$ cat src/rtl/hydra_rd_port_sink.sv
// hydra_rd_port_sink
//   Read-side endpoint for one hydra output port. It pulses ready to request a packet,
//   then receives rd_sop / header / payload / rd_eop. It checks the header fields, the
//   payload sequence and the length, and keeps packet and error counts plus sticky flags.
// Ports
//   clk, rst       clock, synchronous active-high reset
//   enable         allows new ready requests; a packet already in flight is never aborted
//   ready          one-cycle request pulse
//   rd_sop/rd_eop  start / end of packet pulses
//   rd_vld/rd_data data valid and 16-bit word (header first, then payload)
//   busy           high from the ready pulse until packet end or timeout
//   pkt_done       one-cycle pulse per packet completed in DATA
//   pkt_cnt        completed packets, wraps
//   err_cnt        erroneous packets/events, saturates
//   err_flags      sticky {TMO,PROTO,SEQ,DEST,LEN,HDR}
//   last_len/prio  fields of the last header taken
module hydra_rd_port_sink #(
   parameter logic [3:0]  PORT_ID   = 4'd0,
   parameter int unsigned GAP       = 30,
   parameter int unsigned TIMEOUT   = 1024,
   parameter bit          CHECK_SEQ = 1'b1
) (
   input  logic        clk,
   input  logic        rst,
   input  logic        enable,
   output logic        ready,
   input  logic        rd_sop,
   input  logic        rd_eop,
   input  logic        rd_vld,
   input  logic [15:0] rd_data,
   output logic        busy,
   output logic        pkt_done,
   output logic [15:0] pkt_cnt,
   output logic [15:0] err_cnt,
   output logic [5:0]  err_flags,
   output logic [8:0]  last_len,
   output logic [2:0]  last_prio
);

   localparam int GW = (GAP < 2) ? 1 : $clog2(GAP + 1);
   // Timeout counter only ever needs to hold TIMEOUT-1.
   localparam int TW = (TIMEOUT < 2) ? 1 : $clog2(TIMEOUT);
   localparam logic [GW-1:0] GAP_L    = GW'(GAP);
   localparam logic [TW-1:0] TMO_LAST = TW'(TIMEOUT - 1);

   localparam int F_HDR   = 0;
   localparam int F_LEN   = 1;
   localparam int F_DEST  = 2;
   localparam int F_SEQ   = 3;
   localparam int F_PROTO = 4;
   localparam int F_TMO   = 5;

   typedef enum logic [2:0] {S_IDLE, S_REQ, S_WAIT, S_HDR, S_DATA} state_t;

   state_t         state;
   logic [GW-1:0]  gap_cnt;
   logic [TW-1:0]  tmo_cnt;
   logic [8:0]     word_cnt;
   logic           pkt_err;     // any per-packet error seen since the header

   logic           proto_ev, tmo_ev, eop_err, seq_bad, len_bad, dest_bad, len_zero;
   logic [8:0]     word_nxt;
   logic [1:0]     err_inc;
   logic [16:0]    err_sum;

   always_comb begin
      proto_ev = 1'b0;
      tmo_ev   = 1'b0;
      eop_err  = 1'b0;
      word_nxt = word_cnt;
      if (rd_vld && word_cnt != 9'h1FF)
         word_nxt = word_cnt + 9'd1;
      // Sequence check uses the count before this word; the word itself is counted first,
      // so the length compare at eop sees the updated count.
      seq_bad  = CHECK_SEQ && rd_vld && (rd_data != ({7'd0, word_cnt} + 16'd1));
      len_bad  = (word_nxt != last_len);
      dest_bad = (rd_data[3:0] != PORT_ID);
      len_zero = (rd_data[15:7] == 9'd0);
      unique case (state)
         S_IDLE, S_REQ: proto_ev = rd_sop | rd_eop | rd_vld;
         S_WAIT: begin
            proto_ev = rd_vld | rd_eop;
            tmo_ev   = !rd_sop && (tmo_cnt == TMO_LAST);
         end
         S_HDR:  proto_ev = rd_sop | rd_eop;
         S_DATA: begin
            proto_ev = rd_sop;
            eop_err  = !rd_sop && rd_eop && (pkt_err | seq_bad | len_bad);
         end
         default: ;
      endcase
      // A timeout and a stray beat can land in the same cycle, hence up to +2.
      err_inc = {1'b0, proto_ev} + {1'b0, tmo_ev} + {1'b0, eop_err};
      err_sum = {1'b0, err_cnt} + {15'd0, err_inc};
   end

   always_ff @(posedge clk) begin
      if (rst) begin
         state     <= S_IDLE;
         gap_cnt   <= GAP_L;
         tmo_cnt   <= '0;
         word_cnt  <= '0;
         pkt_err   <= 1'b0;
         ready     <= 1'b0;
         busy      <= 1'b0;
         pkt_done  <= 1'b0;
         pkt_cnt   <= '0;
         err_cnt   <= '0;
         err_flags <= '0;
         last_len  <= '0;
         last_prio <= '0;
      end else begin
         ready    <= 1'b0;
         pkt_done <= 1'b0;
         err_cnt  <= err_sum[16] ? 16'hFFFF : err_sum[15:0];
         if (proto_ev)
            err_flags[F_PROTO] <= 1'b1;
         unique case (state)
            S_IDLE: begin
               if (gap_cnt != '0)
                  gap_cnt <= gap_cnt - GW'(1);
               else if (enable) begin
                  state <= S_REQ;
                  ready <= 1'b1;
                  busy  <= 1'b1;
               end
            end
            S_REQ: begin
               state   <= S_WAIT;
               tmo_cnt <= '0;
            end
            S_WAIT: begin
               // A word arriving with sop is not the header; the header is the next vld.
               if (rd_sop)
                  state <= S_HDR;
               else if (tmo_ev) begin
                  err_flags[F_TMO] <= 1'b1;
                  state   <= S_IDLE;
                  gap_cnt <= GAP_L;
                  busy    <= 1'b0;
               end else
                  tmo_cnt <= tmo_cnt + TW'(1);
            end
            S_HDR: begin
               if (rd_sop) begin
                  state <= S_HDR;            // restart: wait for a fresh header
               end else if (rd_eop) begin
                  state   <= S_IDLE;         // aborted packet, not counted
                  gap_cnt <= GAP_L;
                  busy    <= 1'b0;
               end else if (rd_vld) begin
                  last_len  <= rd_data[15:7];
                  last_prio <= rd_data[6:4];
                  word_cnt  <= '0;
                  pkt_err   <= len_zero | dest_bad;
                  if (len_zero) err_flags[F_HDR]  <= 1'b1;
                  if (dest_bad) err_flags[F_DEST] <= 1'b1;
                  state <= S_DATA;
               end
            end
            S_DATA: begin
               if (rd_sop) begin
                  state <= S_HDR;            // old packet dropped uncounted
               end else begin
                  word_cnt <= word_nxt;
                  if (seq_bad) err_flags[F_SEQ] <= 1'b1;
                  pkt_err <= pkt_err | seq_bad;
                  if (rd_eop) begin
                     if (len_bad) err_flags[F_LEN] <= 1'b1;
                     pkt_done <= 1'b1;
                     pkt_cnt  <= pkt_cnt + 16'd1;
                     state    <= S_IDLE;
                     gap_cnt  <= GAP_L;
                     busy     <= 1'b0;
                  end
               end
            end
            default: state <= S_IDLE;
         endcase
      end
   end

endmodule

$ cat config.mk
export PLATFORM = sky130hd
export DESIGN_NAME = hydra_rd_port_sink
export DESIGN_NICKNAME = d
export VERILOG_FILES = /design/src/rtl/hydra_rd_port_sink.sv
export SDC_FILE = /design/constraint.sdc
export NUM_CORES = 1
export LEC_CHECK = 0
export BUFFER_PORTS_ARGS = -buffer_cell sky130_fd_sc_hd__buf_2
export CAP_MARGIN = 10
export CORE_ASPECT_RATIO = 2
export CORE_MARGIN = 1
export CORE_UTILIZATION = 51
export CTS_CLUSTER_DIAMETER = 80
export DETAILED_ROUTE_END_ITERATION = 7
export GPL_ROUTABILITY_DRIVEN = 0
export PLACE_DENSITY = 0.77
export SLEW_MARGIN = 10
export SYNTH_ARGS = -nofsm -noshare
export SYNTH_HDL_FRONTEND = slang
export SYNTH_SLANG_ARGS = --single-unit
$ cat constraint.sdc
create_clock -name clk -period 4.8 [get_ports clk]
set_clock_uncertainty 0.2 [all_clocks]
set_input_delay 0.96 -clock clk [delete_from_list [all_inputs] [get_ports clk]]
set_output_delay 0.96 -clock clk [all_outputs]
set_load 0.005 [all_outputs]
# After elaboration in Yosys (flattened, before gate mapping)
# Cells that the tools add are included.
[word_totals]
in_bits = 22
output_inout_bits = 53
elab_cells = 131
register_bits = 81
[op_classes]
n_mux = 43
n_reduce_logical = 29
n_eq_ne = 23
addsub = 8
bitwise_logic = 10
[op_table]
columns = ["cell", "count"]
rows = [
  ["$mux W9", 5],
  ["$mux W3", 9],
  ["$mux W5", 5],
  ["$ne A2 B2 Y1 const B", 11],
  ["$mux W10", 2],
  ["$pmux W10 S2", 1],
  ["$reduce_and A5 Y1", 4],
  ["$pmux W9 S2", 1],
  ["$add A16 B2 Y17", 1],
  ["$add A16 B1 Y16 const B", 1],
  ["$mux W16", 1],
  ["$ne A16 B10 Y1", 1],
  ["$pmux W3 S5", 1],
  ["$pmux W5 S3", 1],
  ["$mux W1", 14],
  ["$reduce_and A3 Y1", 4],
  ["$add A10 B1 Y10 const B", 1],
  ["$add A9 B1 Y10 const B", 1],
  ["$eq A10 B10 Y1 const B", 1],
  ["$add A9 B1 Y9 const B", 1],
  ["$logic_not A9 Y1", 1],
  ["$ne A9 B9 Y1", 1],
  ["$ne A9 B9 Y1 const B", 1],
  ["$reduce_and A4 Y1", 2],
  ["25 further kinds", 42],
]

# Longest topological paths before layout
[logic_depth]
word_depth = 10
ltp_mapped = 22
depth_no_buf = 21

# Least setup slack after synthesis
# No wires, ideal clock.
[synth_timing]
kind = "reg-to-reg"
startpoint = "register word_cnt[1]"
endpoint = "register err_cnt[10]"
stages_incl_launch_ff = 22
slack_ns = 0.081
arrival_ns = 4.448
period_less_slack_ns = 4.719
n_path_buf = 2
required_ns = 4.530
path_cell_list = "dfxtp_1 ha_1 nand3_2 nor2_1 and3_1 ha_1 nand2b_1 clkbuf_1 nand3_1 nand3_1 o31ai_1 or4_1 o31ai_2 fa_1 inv_1 ha_1 fa_1 and3_1 nand3_1 or3_1 clkbuf_1 a21oi_1"
[synth_between]
elab_chain_cells = 10
elab_cells_between_ends = 15
classes_between = "4 x add/sub; 3 x eq/ne; 3 x mux; 2 x bitwise; 3 x reduce/logical"
[synth_rtl]
columns = ["item", "line_no", "rtl"]
rows = [
  ["start: declaration", "58", "logic [8:0] word_cnt;"],
  ["start signal: assignment", "165", "word_cnt <= word_nxt;"],
  ["$add A9 B1 Y10 or $ne A9 B9 Y1 (tied branches)", "75, 71", ""],
  ["$ne A16 B10 Y1 or $logic_and A1 B1 Y1 (tied branches)", "75, 71", ""],
  ["$logic_and A1 B1 Y1 or $mux W9 (tied branches)", "75, 71", ""],
  ["$or A1 B1 Y1 or $ne A9 B9 Y1 (tied branches)", "88, 76", ""],
  ["$or A1 B1 Y1 *", "88", "eop_err = !rd_sop && rd_eop && (pkt_err | seq_bad | len_bad);"],
  ["$logic_and A1 B1 Y1 *", "88", ""],
  ["$mux W1 *", "79", "unique case (state)"],
  ["$add A2 B1 Y2 *", "93", "err_inc = {1'b0, proto_ev} + {1'b0, tmo_ev} + {1'b0, eop_err};"],
  ["$add A16 B2 Y17 *", "94", "err_sum = {1'b0, err_cnt} + {15'd0, err_inc};"],
  ["$mux W16 *", "115", "err_cnt <= err_sum[16] ? 16'hFFFF : err_sum[15:0];"],
  ["end signal: assignment", "115", ""],
  ["end: declaration", "34", "output logic [15:0] err_cnt,"],
]
# Mark *: on every way between the ends. The rest lies on a longest branch, timed or not.
# A chain may end at the register's enable or synchronous reset.

# Final worst setup path
[layout_timing]
startpoint = "register word_cnt[1]"
endpoint = "register err_cnt[14]"
# Same word-level chain as after synthesis.

==> impl_metrics.py <==
metrics = {
    "floorplanning": {
        "pin_count": 75,
        "core-area_sq_um": 8230,
        "start_util_pct": 52.3,
        "die_w_microns": 67.0,
        "floorplan.rows": 47,
        "die-area_sq_um": 8840,
        "die_y_microns": 132,
    },
    "cts": {
        "clockBufferDepth": 2,
        "cts_hold_buf": 0,
        "tritoncts_num_sinks": 81,
        "htree_levels": 3,
        "clkLatencyLatePin_ns": 0.34,
        "tritoncts": "yes",
        "buffer_type_at_the_clock_tree_root": "clkbuf_16",
        "cts_buffers": 9,
        "clkTransAtPathRegs_ns": 0.06,
    },
    "setup_path": {
        "worstReg2RegStart": "word_cnt[1]",
        "timing.critical_path.slowest_cell_delay_ns": 0.42,
        "worstSetupStartpoint": "word_cnt[1]",
        "cp_top_family": "simple AND/OR/NAND/NOR gates",
        "critPathLaunchType": "register",
        "timing.setup.critical_path_class": "reg2reg",
        "worst-r2r-setup-slack_ns": 0.18,
        "regToRegEndpoint": "err_cnt[14]",
        "ff2ff_path_depth": 22,
        "cp_slowest_cell": "fa_1",
        "path_max_fanout": 4,
        "setup.worst_path.end_class": "register",
        "timing.critical_path.required_ns": 4.80,
        "cp_cell_sequence": "ha_2 > nand3_2 > nor2_2 > and3_4 > ha_4 > xor2_1 > nor3_2 > o2111ai_1 > o31ai_1 > nand3_2 > o31ai_4 > fa_1 > inv_1 > ha_2 > fa_2 > and3_4 > nand3_2 > buf_4 > nor2_2 > nand3_1 > nor3b_2 > nor3_1",
        "timing.critical_path.buf_inv": 2,
        "cpMostUsedCell": "nand3_2",
        "crit_cells": 22,
        "worst-endpoint-arrival_ns": 4.62,
        "endpoint": "err_cnt[14]",
    },
    "power_and_ir_drop": {
        "switching_share_pct": 28.5,
        "share_seq_of_total_power_pct": 41.4,
        "p_per_area_nw_per_um2": 343,
        "leakage_uw": 0.00215,
        "power.share.clock_pct": 41.1,
        "power.combinational.fraction_pct": 17.5,
        "p_sw_uw": 515,
        "cellInternalPower_uw": 1290,
        "vdd_ir_drop_max_uv": 233,
    },
    "final_layout": {
        "finalNetCount": 651,
        "fin_cells": 722,
        "layout_commonest_cell": "dfxtp_1",
        "insertedDiodeCount": 0,
        "area_grow_syn2layout_pct": 22.2,
        "most-common-layout-cells": "79 x dfxtp_1, 74 x buf_2, 67 x nor2_1, 55 x nand2_1, 54 x a21oi_1",
        "final_core_util_pct": 64.0,
        "final_layout_size_suffix_gt1_share_pct": 23.2,
    },
    "yosys": {
        "synthCells": 536,
        "synth_sequential_area_ratio_pct": 37.6,
        "synth_flop_cell": "dfxtp_1",
        "synth_cell_type_count": 58,
        "synthDominantCellAreaShare_pct": 37.6,
        "synth.largest_area_cell": "dfxtp_1",
        "edff_count_synth": 0,
        "yosys_warnings": 0,
        "asyncSetResetFlopFracSynth_pct": 0,
        "synth.avg_cell_area_sq_um": 8.04,
        "post_synth_main_area_contributors": "dfxtp_1 38%, xor2_1 6.5%, a21oi_1 6.3%",
        "post_synth_instance_area_sq_um": 4310,
        "ys_ff_latch": 81,
        "synth_fp_nets": 568,
    },
    "status": {
        "run_status": "completed",
    },
    "routing": {
        "route.detailed.vias_per_inst": 5.91,
        "drt_first_iter_violations": 289,
        "detail_route.wl_per_cell_microns": 16.7,
        "ant_nets": 0,
        "drcViolationCount": 0,
        "dr_total_vias": 4270,
        "detailedRoute.firstPassIterationCount": 7,
        "drt_wl_total_microns": 12000,
    },
    "grt": {
        "grt_max_degree": 71,
        "grtUsageTotal_pct": 28.5,
        "grt_pass1_wl_microns": 19100,
        "grt_remaining_overflow": 0,
        "grt_pass1_vias": 4160,
        "grt_antenna_before_repair": 0,
    },
    "sta": {
        "setup_violations": 0,
        "max_clock_freq_mhz": 217,
        "timing.final.hold_violations": 0,
        "worst-slew-pin-transition_ns": 0.901,
        "slew_headroom_pct": 39.3,
        "min_period_ns": 4.62,
        "slew_viol_final": 0,
        "min_period_over_period_pct": 96.2,
    },
    "worst_hold_path": {
        "hold_path_class": "reg2reg",
    },
    "place": {
        "dp_hpwl_microns": 8540,
        "port-buffer-count": 74,
        "numPlacedInstances": 703,
    },
    "run": {
        "maxCapViolations": 0,
    },
}
## per-layer routing
layer | global-route usage (%) | part of all wire [%] | vias up
li1 | - | - | 2027
met1 | 29.6 | 36 | 2030
met2 | 49.3 | 54 | 152
met3 | 6.06 | 5.0 | 61
met4 | 18.1 | 5.9 | 0
met5 | 0 | 0 | -
## power groups by stage
stage          Sequential [uW]  Clock [uW]  Combinational [uW]
3_5_place_dp               760           0                 303
3_3_place_gp               758           0                 294
4_1_cts                    747         751                 308
2_1_floorplan              741           0                 242
6_report                   748         743                 316
5_1_grt                    754         779                 354
## synthesized netlist by cell type (9+ instances only)
cell type	instances
inv_1	13
a21oi_1	54
nand2_1	55
xnor2_1	21
nor2b_1	9
and3_1	10
dfxtp_1	81
nor2_1	69
nor3_1	13
clkbuf_1	16
nand3_1	29
xor2_1	32
nand4_1	10
o21ai_0	19
## timing repair
item | in CTS | in global routing
pin swaps | 0 | 9
setup buffers | 0 | 3
gates cloned | 0 | 0
setup endpoints to repair | 13 | 16
resized for setup | 1 | 21
## worst min-delay path by stage
stage / slack, ns / to / cells past startpoint / start
after global routing: 0.28 / err_flags[4] / 2 / err_flags[4]
after floorplan: 0.24 / err_flags[4] / 2 / err_flags[4]
final: 0.24 / err_flags[4] / 2 / err_flags[4]
after CTS: 0.25 / err_flags[4] / 2 / err_flags[4]
after detailed placement: 0.24 / err_flags[4] / 2 / err_flags[4]
after global placement: 0.24 / err_flags[4] / 2 / err_flags[4]
## cell type report
type | count | area [sq um]
multi-input combinational | 415 | 2590
inverter | 13 | 48.8
tap | 98 | 123
sequential | 81 | 1620
clock buffer | 10 | 229
fill | 718 | 2970
timing repair buffer | 99 | 558
clock inverter | 6 | 91.3
## flip-flops by register name (all words and copies together), names as in the netlist, 5 cells and up
name and cells:
tmo_cnt 10, last_len 9, word_cnt 9, err_cnt 16, err_flags 6, gap_cnt 5
pkt_cnt 16
## cells by family (layout without fill, tap and decap cells)
kind of cell    after synthesis  count (layout)  synth area share, %
simple gates                242             242                 27.9
fa+ha+maj                    10              10                 3.25
xor+xnor                     54              54                 11.2
flops                        81              81                 37.6
mux                           6               6                 1.42
buf+inv                      40             128                 4.27
compound gates              103             103                 14.4
## through the flow
stage | hold WS, ns | power, uW | setup TNS [ns] | worst slack (ns) | instance area, sq um
after floorplan | 0.242 | 984 | 0 | 0.0812 | 4310
after global placement | 0.236 | 1050 | 0 | 0.0289 | 4830
after detailed placement | 0.241 | 1060 | -0.552 | -0.0582 | 4830
after CTS | 0.251 | 1810 | 0 | 0.00831 | 5160
after global routing | 0.277 | 1890 | -0.122 | -0.0711 | 5270
final | 0.245 | 1810 | 0 | 0.184 | 5270
## worst reg2reg max path: stages, from the launching register on
cell	delay [ns]
dfxtp_2	0.34
ha_2	0.20
nand3_2	0.09
nor2_2	0.15
and3_4	0.20
ha_4	0.21
xor2_1	0.16
nor3_2	0.21
o2111ai_1	0.16
o31ai_1	0.29
nand3_2	0.19
o31ai_4	0.24
fa_1	0.42
inv_1	0.07
ha_2	0.19
fa_2	0.21
and3_4	0.21
nand3_2	0.08
buf_4	0.15
nor2_2	0.11
nand3_1	0.11
nor3b_2	0.20
nor3_1	0.07
(Power assumes the default switching activity.)
